### src/rtl/pulsacion_pkg.sv
// pulsacion_pkg: state encoding and 12 MHz default timing for the press classifier
package pulsacion_pkg;
  typedef enum logic [2:0] {REPOSO, PRESION1, ESPERA_DOBLE, PRESION2, MANTENIDO} estado_t;
  localparam int CICLOS_LARGA_DEF      = 12_000_000;
  localparam int CICLOS_DOBLE_DEF      = 3_600_000;
  localparam int CICLOS_REPETICION_DEF = 2_400_000;
  localparam int ANCHO_CONT_DEF        = 24;
endpackage

### src/rtl/detector_flanco.sv
// detector_flanco: rising-edge strobe; prev resets high so a button held through reset is ignored
module detector_flanco (
  input  logic clk,
  input  logic rst_n,
  input  logic senal_i,
  output logic flanco_o
);
  logic prev_q;
  always_ff @(posedge clk or negedge rst_n) begin
    if (!rst_n) prev_q <= 1'b1;
    else        prev_q <= senal_i;
  end
  assign flanco_o = senal_i && !prev_q;
endmodule

### src/rtl/clasificador_pulsacion.sv
// clasificador_pulsacion: turns the debounced button level into short/double/long/repeat pulses
module clasificador_pulsacion
  import pulsacion_pkg::*;
#(
  parameter int CICLOS_LARGA      = CICLOS_LARGA_DEF,
  parameter int CICLOS_DOBLE      = CICLOS_DOBLE_DEF,
  parameter int CICLOS_REPETICION = CICLOS_REPETICION_DEF,
  parameter int ANCHO_CONT        = ANCHO_CONT_DEF
) (
  input  logic clk,
  input  logic rst_n,
  input  logic senal_limpia,
  output logic pulso_corto,
  output logic pulso_doble,
  output logic pulso_largo,
  output logic pulso_repeticion,
  output logic ocupado
);
  localparam logic [ANCHO_CONT-1:0] FIN_LARGA = ANCHO_CONT'(CICLOS_LARGA - 1);
  localparam logic [ANCHO_CONT-1:0] FIN_DOBLE = ANCHO_CONT'(CICLOS_DOBLE - 1);
  localparam logic [ANCHO_CONT-1:0] FIN_REP   = ANCHO_CONT'(CICLOS_REPETICION - 1);

  estado_t estado_q, estado_d;
  logic [ANCHO_CONT-1:0] cont_q, cont_d;
  logic corto_q, corto_d, doble_q, doble_d, largo_q, largo_d, rep_q, rep_d, ocupado_q, ocupado_d;
  logic flanco;

  detector_flanco u_flanco (
    .clk      (clk),
    .rst_n    (rst_n),
    .senal_i  (senal_limpia),
    .flanco_o (flanco)
  );

  // Release beats the long threshold and a new edge beats window expiry by branch order.
  always_comb begin
    estado_d = estado_q;
    corto_d  = 1'b0;
    doble_d  = 1'b0;
    largo_d  = 1'b0;
    rep_d    = 1'b0;
    case (estado_q)
      REPOSO:       estado_d = flanco ? PRESION1 : REPOSO;
      PRESION1:     if (!senal_limpia) estado_d = ESPERA_DOBLE;
                    else if (cont_q == FIN_LARGA) begin estado_d = MANTENIDO; largo_d = 1'b1; end
      ESPERA_DOBLE: if (flanco) estado_d = PRESION2;
                    else if (cont_q == FIN_DOBLE) begin estado_d = REPOSO; corto_d = 1'b1; end
      PRESION2:     if (!senal_limpia) begin estado_d = REPOSO; doble_d = 1'b1; end
      MANTENIDO:    if (!senal_limpia) estado_d = REPOSO;
                    else rep_d = (cont_q == FIN_REP);
      default:      estado_d = REPOSO;
    endcase
    cont_d    = (estado_d != estado_q || rep_d || estado_q == REPOSO || estado_q == PRESION2)
                ? '0 : cont_q + ANCHO_CONT'(1);
    // Stays high through the first REPOSO cycle so busy covers the final pulse.
    ocupado_d = (estado_q != REPOSO) || (estado_d != REPOSO);
  end

  always_ff @(posedge clk or negedge rst_n) begin
    if (!rst_n) begin
      estado_q  <= REPOSO;
      cont_q    <= '0;
      corto_q   <= 1'b0;
      doble_q   <= 1'b0;
      largo_q   <= 1'b0;
      rep_q     <= 1'b0;
      ocupado_q <= 1'b0;
    end else begin
      estado_q  <= estado_d;
      cont_q    <= cont_d;
      corto_q   <= corto_d;
      doble_q   <= doble_d;
      largo_q   <= largo_d;
      rep_q     <= rep_d;
      ocupado_q <= ocupado_d;
    end
  end

  assign pulso_corto      = corto_q;
  assign pulso_doble      = doble_q;
  assign pulso_largo      = largo_q;
  assign pulso_repeticion = rep_q;
  assign ocupado          = ocupado_q;
endmodule

### config.mk
export PLATFORM = sky130hd
export DESIGN_NAME = clasificador_pulsacion
export DESIGN_NICKNAME = d
export VERILOG_FILES = /design/src/rtl/pulsacion_pkg.sv /design/src/rtl/detector_flanco.sv /design/src/rtl/clasificador_pulsacion.sv
export SDC_FILE = /design/constraint.sdc
export NUM_CORES = 1
export LEC_CHECK = 0
export CORE_ASPECT_RATIO = 0.9
export CORE_MARGIN = 4
export CORE_UTILIZATION = 30
export DETAILED_ROUTE_END_ITERATION = 10
export PLACE_DENSITY = 0.48
export SLEW_MARGIN = 40
export SYNTH_ARGS = -nofsm -noshare
export SYNTH_HDL_FRONTEND = slang
export SYNTH_SLANG_ARGS = --single-unit
### constraint.sdc
create_clock -name clk -period 2.2 [get_ports clk]
set_input_delay 0.44 -clock clk [delete_from_list [all_inputs] [get_ports clk]]
set_output_delay 0.44 -clock clk [all_outputs]
set_load 0.01 [all_outputs]
# == Yosys cells after proc, flatten, opt, wreduce, memory -nomap -nowiden ==
# Index checks and enable logic that the tools add are counted.
# word_totals
register_bits,33
inputBits,3
output_inout_bits,5
# classes
n_mux,18
add_sub_neg,1
n_reduce_logical,10
eq_ne,8
# ops
op,n
equality test 24 x 22 -> 1 bit (second input constant),2
adder 24 x 1 -> 24 bit (second input constant),1
equality test 24 bit (second input constant),1
2-to-1 mux 24 bit,1
2-to-1 mux 3 bit,5
one-hot mux 3 bit (4 select lines),1
2-to-1 mux 1 bit,11
equality test 3 x 2 -> 1 bit (second input constant),2
nonzero test 3 bit,2
logical OR 1 bit,4
equality test 3 x 1 -> 1 bit (second input constant),1
equality test 3 bit (second input constant),1
zero test 3 bit,1
!= test 3 bit,1
OR reduction 2 bit,1
logical AND 1 bit,1
zero test 1 bit,1

# == Depth between registers and ports, before layout ==
# Gate-level depths: netlist (run 1).
# logic_depth
word_depth,9
depth_mapped,7

# == By module ==
# From an unflattened synthesis (run 1), not the netlist that was laid out.
# unflattened
cells_unflattened,169
area_unflattened_um2,1696.6
# modules_own_cells
mod,n_inst,cells_each,area_each_um2,seq_area_each_um2
clasificador_pulsacion,1,167,1656.6,800.8
detector_flanco,1,2,40.0,26.3

# == Worst setup path before layout (run 1) ==
# Ideal clock, no wire load.
# synth_timing
path_type,register to register
start,register cont_q[0]
end,register cont_q[4]
n_path_buf,1
path_stages_with_launch,8
slack_ns,0.368
t_required_ns,2.062
t_arrival_ns,1.694
path_cell_list,dfrtp_1 > ha_1 > and4_1 > nand4_1 > or3_4 > a21oi_4 > buf_4 > nor3_1
# synth_between
elab_chain_cells,9
elab_cells_between_ends,16
classes_between,add/sub: 1; eq/ne: 4; mux: 8; reduce/logical: 3
# synth_lines
element,line_no,source
"start, declared",clasificador_pulsacion.sv:24,"logic [ANCHO_CONT-1:0] cont_q, cont_d;"
"start signal, assigned",clasificador_pulsacion.sv:70,cont_q <= cont_d;
equality test 24 x 22 -> 1 bit or equality test 24 bit (tied branches),"clasificador_pulsacion.sv:47, clasificador_pulsacion.sv:45",
"2-to-1 mux 3 bit, on equally long branches","clasificador_pulsacion.sv:47, clasificador_pulsacion.sv:45",
"2-to-1 mux 3 bit, on equally long branches","clasificador_pulsacion.sv:46, clasificador_pulsacion.sv:44",
one-hot mux 3 bit (4 select lines),clasificador_pulsacion.sv:42,case (estado_q)
!= test 3 bit,clasificador_pulsacion.sv:53,cont_d = (estado_d != estado_q || rep_d || estado_q == REPOSO || estado_q == PRESION2)
logical OR 1 bit (3 in a row),clasificador_pulsacion.sv:53,
2-to-1 mux 24 bit *,clasificador_pulsacion.sv:54,? '0 : cont_q + ANCHO_CONT'(1);
net cont_d[4],clasificador_pulsacion.sv:24,
# Mark *: on every way through the listed nets, which the timed path passes. The rest lies on a longest branch.

# == Worst setup path in the final report (run 1) ==
# layout_timing
start,register cont_q[0]
end,register cont_q[15]
# The elaborated chain is that of the path after synthesis.

==> metrics.txt, run 1 <==
f_max 0.500 GHz; initial DRC count 67; delay-heaviest family, CP simple AND/OR/NAND/NOR gates; clock slew at reported path FFs approximately 60 ps; Crit Path Max Fanout 24; Vias per Instance 5.14; post-route ant nets 0; P&R area growth vs syn 13.2%; Final min period 2000 ps; largest net degree at the start of global routing 34; Max clock buf depth 2; wire per inst 14.9 µm; GPL Wtd Cong around 0.8; relative slew slack 0.672; first-pass GRT wire length 6560 µm; Antenna Cells 0; H-tree Lvls 2; Worst VDD drop 0.000272 V; Synth Warn # 0; Setup Buffers After CTS 0; Slowest Stage Delay on Critical Path approximately 380 ps; vias in the first global route about 1300; layout cell share with drive strength beyond 1 0.165; Slew @ Worst Pin 487 ps; Max-Cap Viols 0; pwr dens 610 nW/µm²; Critical Path Most Common Cell nand4_1; detailed-route wire length 3850 µm; post-cts sizing count 0; critical path class register to register; Total Power 1.26 mW; # DRC 0; hold buffers post-CTS 0; final setup vio count 0; CTS root buf clkbuf_8; crit start category register; Syn Inst Count between 150 and 200; syn_nets 182; HP Class register to register; Die Y-Extent 82.1 µm; CP cell instances ha_1 -> nand4_1 -> nor2_1 -> nand4_1 -> o31ai_4 -> buf_12 -> nor3_1; biggest area consumer among synthesized cells dfrtp_1; Final Hold Viols 0; RSZ-0062 raised after global routing false; Place WS 47.5 ps; final worst slack 200 ps; worst clock skew around 5.7 ps; PortBufs 7; core area around 5800 µm²; Die ar. 7410 µm²; Synth Flop Type dfrtp_1; CTS Sinks 33; top cell type's share of synthesized area 0.438; I/O pin cnt 8; Setup TNS 0 ps; period utilisation layout 0.909; Worst path slowest cell dfrtp_1; non-filler instance count after layout 258; Post-Syn Area 1830 µm²; count of state elements after synthesis 33; top cells by area, synth dfrtp_1 44%, nor3_1 7.4%, xnor2_1 6.2%; CP Buf/Inv Count 1; Crit. End Element register; CP Data Required Time 2370 ps; Die X between 90 and 100 µm; CTS tree done; run status finished, final reports clean; total gr overflow 0; critical path arrival around 2200 ps; Clk Latency, worst-skew pair 280 ps; count leader, synth dfrtp_1; row cnt 26; number of synthesized flops with an enable pin 0; Final nets 192; Max Slew Vio Count 0; gr usage total 0.115; Leak 0.771 nW; initial antenna violation count 0; HPWL after DPL 2640 µm; Synth Area per Inst a little over 10 µm²; placed instance count 251; Initial Util 0.316; register area share after synthesis 0.452; Pre-antenna DRT Iters 4; total CTS buffers 5; Post-synth ARST share 1.00; total vias in the final route 1326; Netlist cell types 42; synth cell count leaders 32 x dfrtp_1, 27 x nor3_1, 13 x nand2_1, 13 x xnor2_1, 10 x xor2_1
==> final timing paths <==
| path | from | end | slack, ps | depth (start not counted) |
|---|---|---|---|---|
| setup / recovery | cont_q[0] | cont_q[15] | 200 | 7 |
| hold / removal | cont_q[0] | cont_q[0] | 490 | 1 |
| setup reg to reg | cont_q[0] | cont_q[15] | 200 | 7 |
| hold reg to reg | cont_q[0] | cont_q[0] | 490 | 1 |
| max in group asynchronous | rst_n | u_flanco.prev_q | 1280 | 2 |
| min in group asynchronous | rst_n | pulso_repeticion | 580 | 2 |
==> placed cells by master (no fill, tap or decap), types with 2 or more instances in the layout <==
master	Yosys	layout
buf_4	2	3
a21oi_1	2	2
xnor2_1	13	13
dfrtp_1	32	32
clkdlybuf4s50_1	0	7
xor2_1	10	10
and3_1	2	2
or3_1	2	2
nand2_1	13	13
nor4b_1	2	2
buf_12	0	2
clkbuf_8	0	6
nand2b_1	3	3
nand3_1	8	8
inv_1	5	5
nand4_1	5	5
nor2_1	9	9
nor4_1	2	2
nor3_2	6	6
nand3b_1	2	2
and4_1	2	2
or2_2	2	2
nor4_2	3	3
nand4_2	2	2
nor3_1	27	27
==> final cells by class <==
| type | count | area [µm²] |
|---|---|---|
| fill | 602 | 3720 |
| sequential | 33 | 827 |
| inverter | 5 | 18.8 |
| multi-input combinational | 131 | 918 |
| tap | 70 | 87.6 |
| clock buffer | 7 | 86.3 |
| timing repair buffer | 12 | 133 |
==> state kept, by name (all words and copies together), names as in the netlist <==
name	count
cont_q	24
estado_q	3
ocupado	1
pulso_corto	1
pulso_doble	1
pulso_largo	1
pulso_repeticion	1
u_flanco.prev_q	1
==> kinds of logic (layout without fill, tap and decap cells) <==
group | count (synthesis) | in the layout | synth area share
DFF | 33 | 33 | 0.452
AOI/OAI and AO/OA | 7 | 7 | 0.0383
buffers and inverters | 14 | 24 | 0.0458
and+or+nand+nor | 100 | 100 | 0.347
adders and majority gates | 1 | 1 | 0.00684
xor gates and xnor gates | 23 | 23 | 0.110
==> power by group <==
group / internal, mW / switching [mW]
Combinational: 0.0674 / 0.0834
Clock: 0.248 / 0.209
Sequential: 0.628 / 0.0267
Total: 0.943 / 0.319
==> per-layer routing <==
metal / wire length [µm] / track usage / up-vias / share of wire
met3: 126 / 0.0275 / 9 / 0.033
met4: 77 / 0.0596 / 0 / 0.020
met5: 0 / 0 / - / 0
met2: 1800 / 0.177 / 23 / 0.47
met1: 1840 / 0.151 / 644 / 0.48
li1: - / - / 650 / -
==> stage by stage <==
stage	util	cell area [µm²]	hold WS [ps]
2_1_floorplan	-	1830	144
3_3_place_gp	0.343	1980	482
3_5_place_dp	0.343	1980	488
4_1_cts	0.358	2070	498
5_1_grt	0.358	2070	523
6_report	0.358	2070	494
Power figures use the tool's default switching activity.
==> inputs of run 2 (changes only) <==
--- a/config.mk
+++ b/config.mk
@@ -8,7 +8,9 @@
 export CORE_ASPECT_RATIO = 0.9
 export CORE_MARGIN = 4
 export CORE_UTILIZATION = 30
+export CTS_BUF_LIST = sky130_fd_sc_hd__clkbuf_4
 export DETAILED_ROUTE_END_ITERATION = 10
+export MAX_ROUTING_LAYER = met4
 export PLACE_DENSITY = 0.48
 export SLEW_MARGIN = 40
 export SYNTH_ARGS = -nofsm -noshare
==> run 2 against run 1 <==
Die area did not move. Combinational power is essentially flat. Global-route usage is 0.20 points higher. Wire length about the same. Largest cell class unchanged. Highest routed layer unchanged. Power fell by 10%. Utilization down 0.65 points. Final area shrank 1.8%. First-iteration DRC count is 28% higher. Largest power group unchanged. Critical path depth unchanged. Maximum frequency is 0.45% lower. Setup slack worse by 8.9 ps.
==> metrics.txt, run 2 (synthesis results as in run 1) <==
run status finished, final reports clean (unchanged); Setup Buffers After CTS 0 (unchanged); initial DRC count 86 (was 67); relative slew slack 0.667 (was 0.672); Max Slew Vio Count 0 (unchanged); total gr overflow 0 (unchanged); Slew @ Worst Pin 495 ps (was 487 ps); Final min period 2010 ps (was 2000 ps); first-pass GRT wire length 6490 µm (was 6560 µm); gr usage total 0.117 (was 0.115); core area 5790 µm² (unchanged); pwr dens 557 nW/µm² (was 610 nW/µm²); Pre-antenna DRT Iters 4 (unchanged); Die X 90.3 µm (unchanged); total CTS buffers 5 (unchanged); total vias in the final route 1326 (unchanged); clock slew at reported path FFs 90 ps (was 60 ps); GPL Wtd Cong 0.796 (was 0.785); worst clock skew 12.5 ps (was 5.70 ps); Crit. End Element register (unchanged); Place WS 47.5 ps (unchanged); Final Hold Viols 0 (unchanged); Die ar. 7410 µm² (unchanged); Die Y-Extent 82.1 µm (unchanged); wire per inst 14.9 µm (about the same); Leak 0.756 nW (was 0.771 nW); row cnt 26 (unchanged); most common cell after layout, fill and taps aside dfrtp_1 (unchanged); detailed-route wire length 3840 µm (was 3850 µm); Final nets 192 (unchanged); top flop regs cont_q (24), estado_q (3) (unchanged); CTS Sinks 33 (unchanged); CTS root buf clkbuf_4 (was clkbuf_8); Worst VDD drop 0.000191 V (was 0.000272 V); non-filler instance count after layout 258 (unchanged); Clock power frac 0.290 (was 0.362); layout cell share with drive strength beyond 1 0.165 (unchanged); Max clock buf depth 2 (unchanged); max reg flops 24 (unchanged); placed instance count 251 (unchanged); CP Data Required Time 2420 ps (was 2370 ps); P&R area growth vs syn 11.1% (was 13.2%); HPWL after DPL 2640 µm (unchanged); vias in the first global route 1284 (was 1285); period utilisation layout 0.913 (was 0.909); Max-Cap Viols 0 (unchanged); Clk Latency, worst-skew pair 340 ps (was 280 ps); Sw Share 0.274 (was 0.253); initial antenna violation count 0 (unchanged); RSZ-0062 raised after global routing false (unchanged); # DRC 0 (unchanged); Combinational Power Share 0.133 (was 0.119); largest net degree at the start of global routing 34 (unchanged); final setup vio count 0 (unchanged); hold buffers post-CTS 0 (unchanged); Psw 0.311 mW (was 0.319 mW); HP Class register to register (unchanged); Setup TNS 0 ps (unchanged); H-tree Lvls 2 (unchanged); Flop pwr share 0.577 (was 0.518); crit start category register (unchanged); design internal power 0.822 mW (was 0.943 mW); Top reg by flops cont_q (unchanged); final worst slack 191 ps (was 200 ps); Worst Reg-to-Reg Cells 7 (unchanged); Antenna Cells 0 (unchanged); Initial Util 0.316 (unchanged); critical path class register to register (unchanged); Vias per Instance 5.14 (unchanged); PortBufs 7 (unchanged); Hold Crit Depth 1 (unchanged); I/O pin cnt 8 (unchanged); post-route ant nets 0 (unchanged); CTS tree done (unchanged); post-cts sizing count 0 (unchanged); Post-Route Utilization 0.351 (was 0.358); critical path arrival 2230 ps (was 2170 ps); Total Power 1.13 mW (was 1.26 mW); f_max 0.498 GHz (was 0.500 GHz); Crit Path Max Fanout 24 (unchanged); most frequent cells in the layout 32 x dfrtp_1, 27 x nor3_1, 13 x nand2_1, 13 x xnor2_1, 10 x xor2_1 (unchanged)
==> run 2: worst paths after layout <==
check	start	to	slack, ps
worst max-delay path	cont_q[0]	cont_q[5]	190
worst max register to register	cont_q[0]	cont_q[5]	190
worst min register to register	cont_q[0]	cont_q[0]	500
max in group asynchronous	rst_n	u_flanco.prev_q	1350
worst min-delay path	cont_q[0]	cont_q[0]	500
min in group asynchronous	rst_n	cont_q[17]	520
==> run 2: metal layers <==
metal	global-route usage	vias to the layer above	part of all wire
li1	-	659	-
met2	0.175	13	0.46
met3	0.0275	7	0.030
met1	0.149	647	0.49
met5	-	-	0
met4	0.0596	0	0.019
==> run 2: power groups by stage <==
stage | clock [mW] | sequential (mW) | combinational, mW
4_1_cts | 0.347 | 0.654 | 0.154
2_1_floorplan | 0 | 0.651 | 0.119
3_3_place_gp | 0 | 0.665 | 0.152
3_5_place_dp | 0 | 0.666 | 0.153
6_report | 0.329 | 0.654 | 0.151
5_1_grt | 0.368 | 0.658 | 0.166
==> run 2: final cells by class <==
cell class | instances | area, µm²
tap | 70 | 87.6
sequential | 33 | 827
clock buffer | 6 | 45.0
multi-input combinational | 131 | 918
timing repair buffer | 12 | 133
fill | 606 | 3760
inverter | 5 | 18.8
clock inverter | 1 | 3.75
==> run 2: critical path, stage by stage (launching register included) <==
cell and delay [ps]:
dfrtp_1 400, ha_1 240, nand4_1 260, nor2_1 200, nand4_1 190, o31ai_4 330, buf_12 210, nor3_1 80
==> run 2: stage by stage <==
stage | hold WS [ps] | area [µm²]
floorplan | 144 | 1830
global placement | 482 | 1980
detailed placement | 488 | 1980
CTS | 503 | 2030
global route | 529 | 2030
finish | 499 | 2030
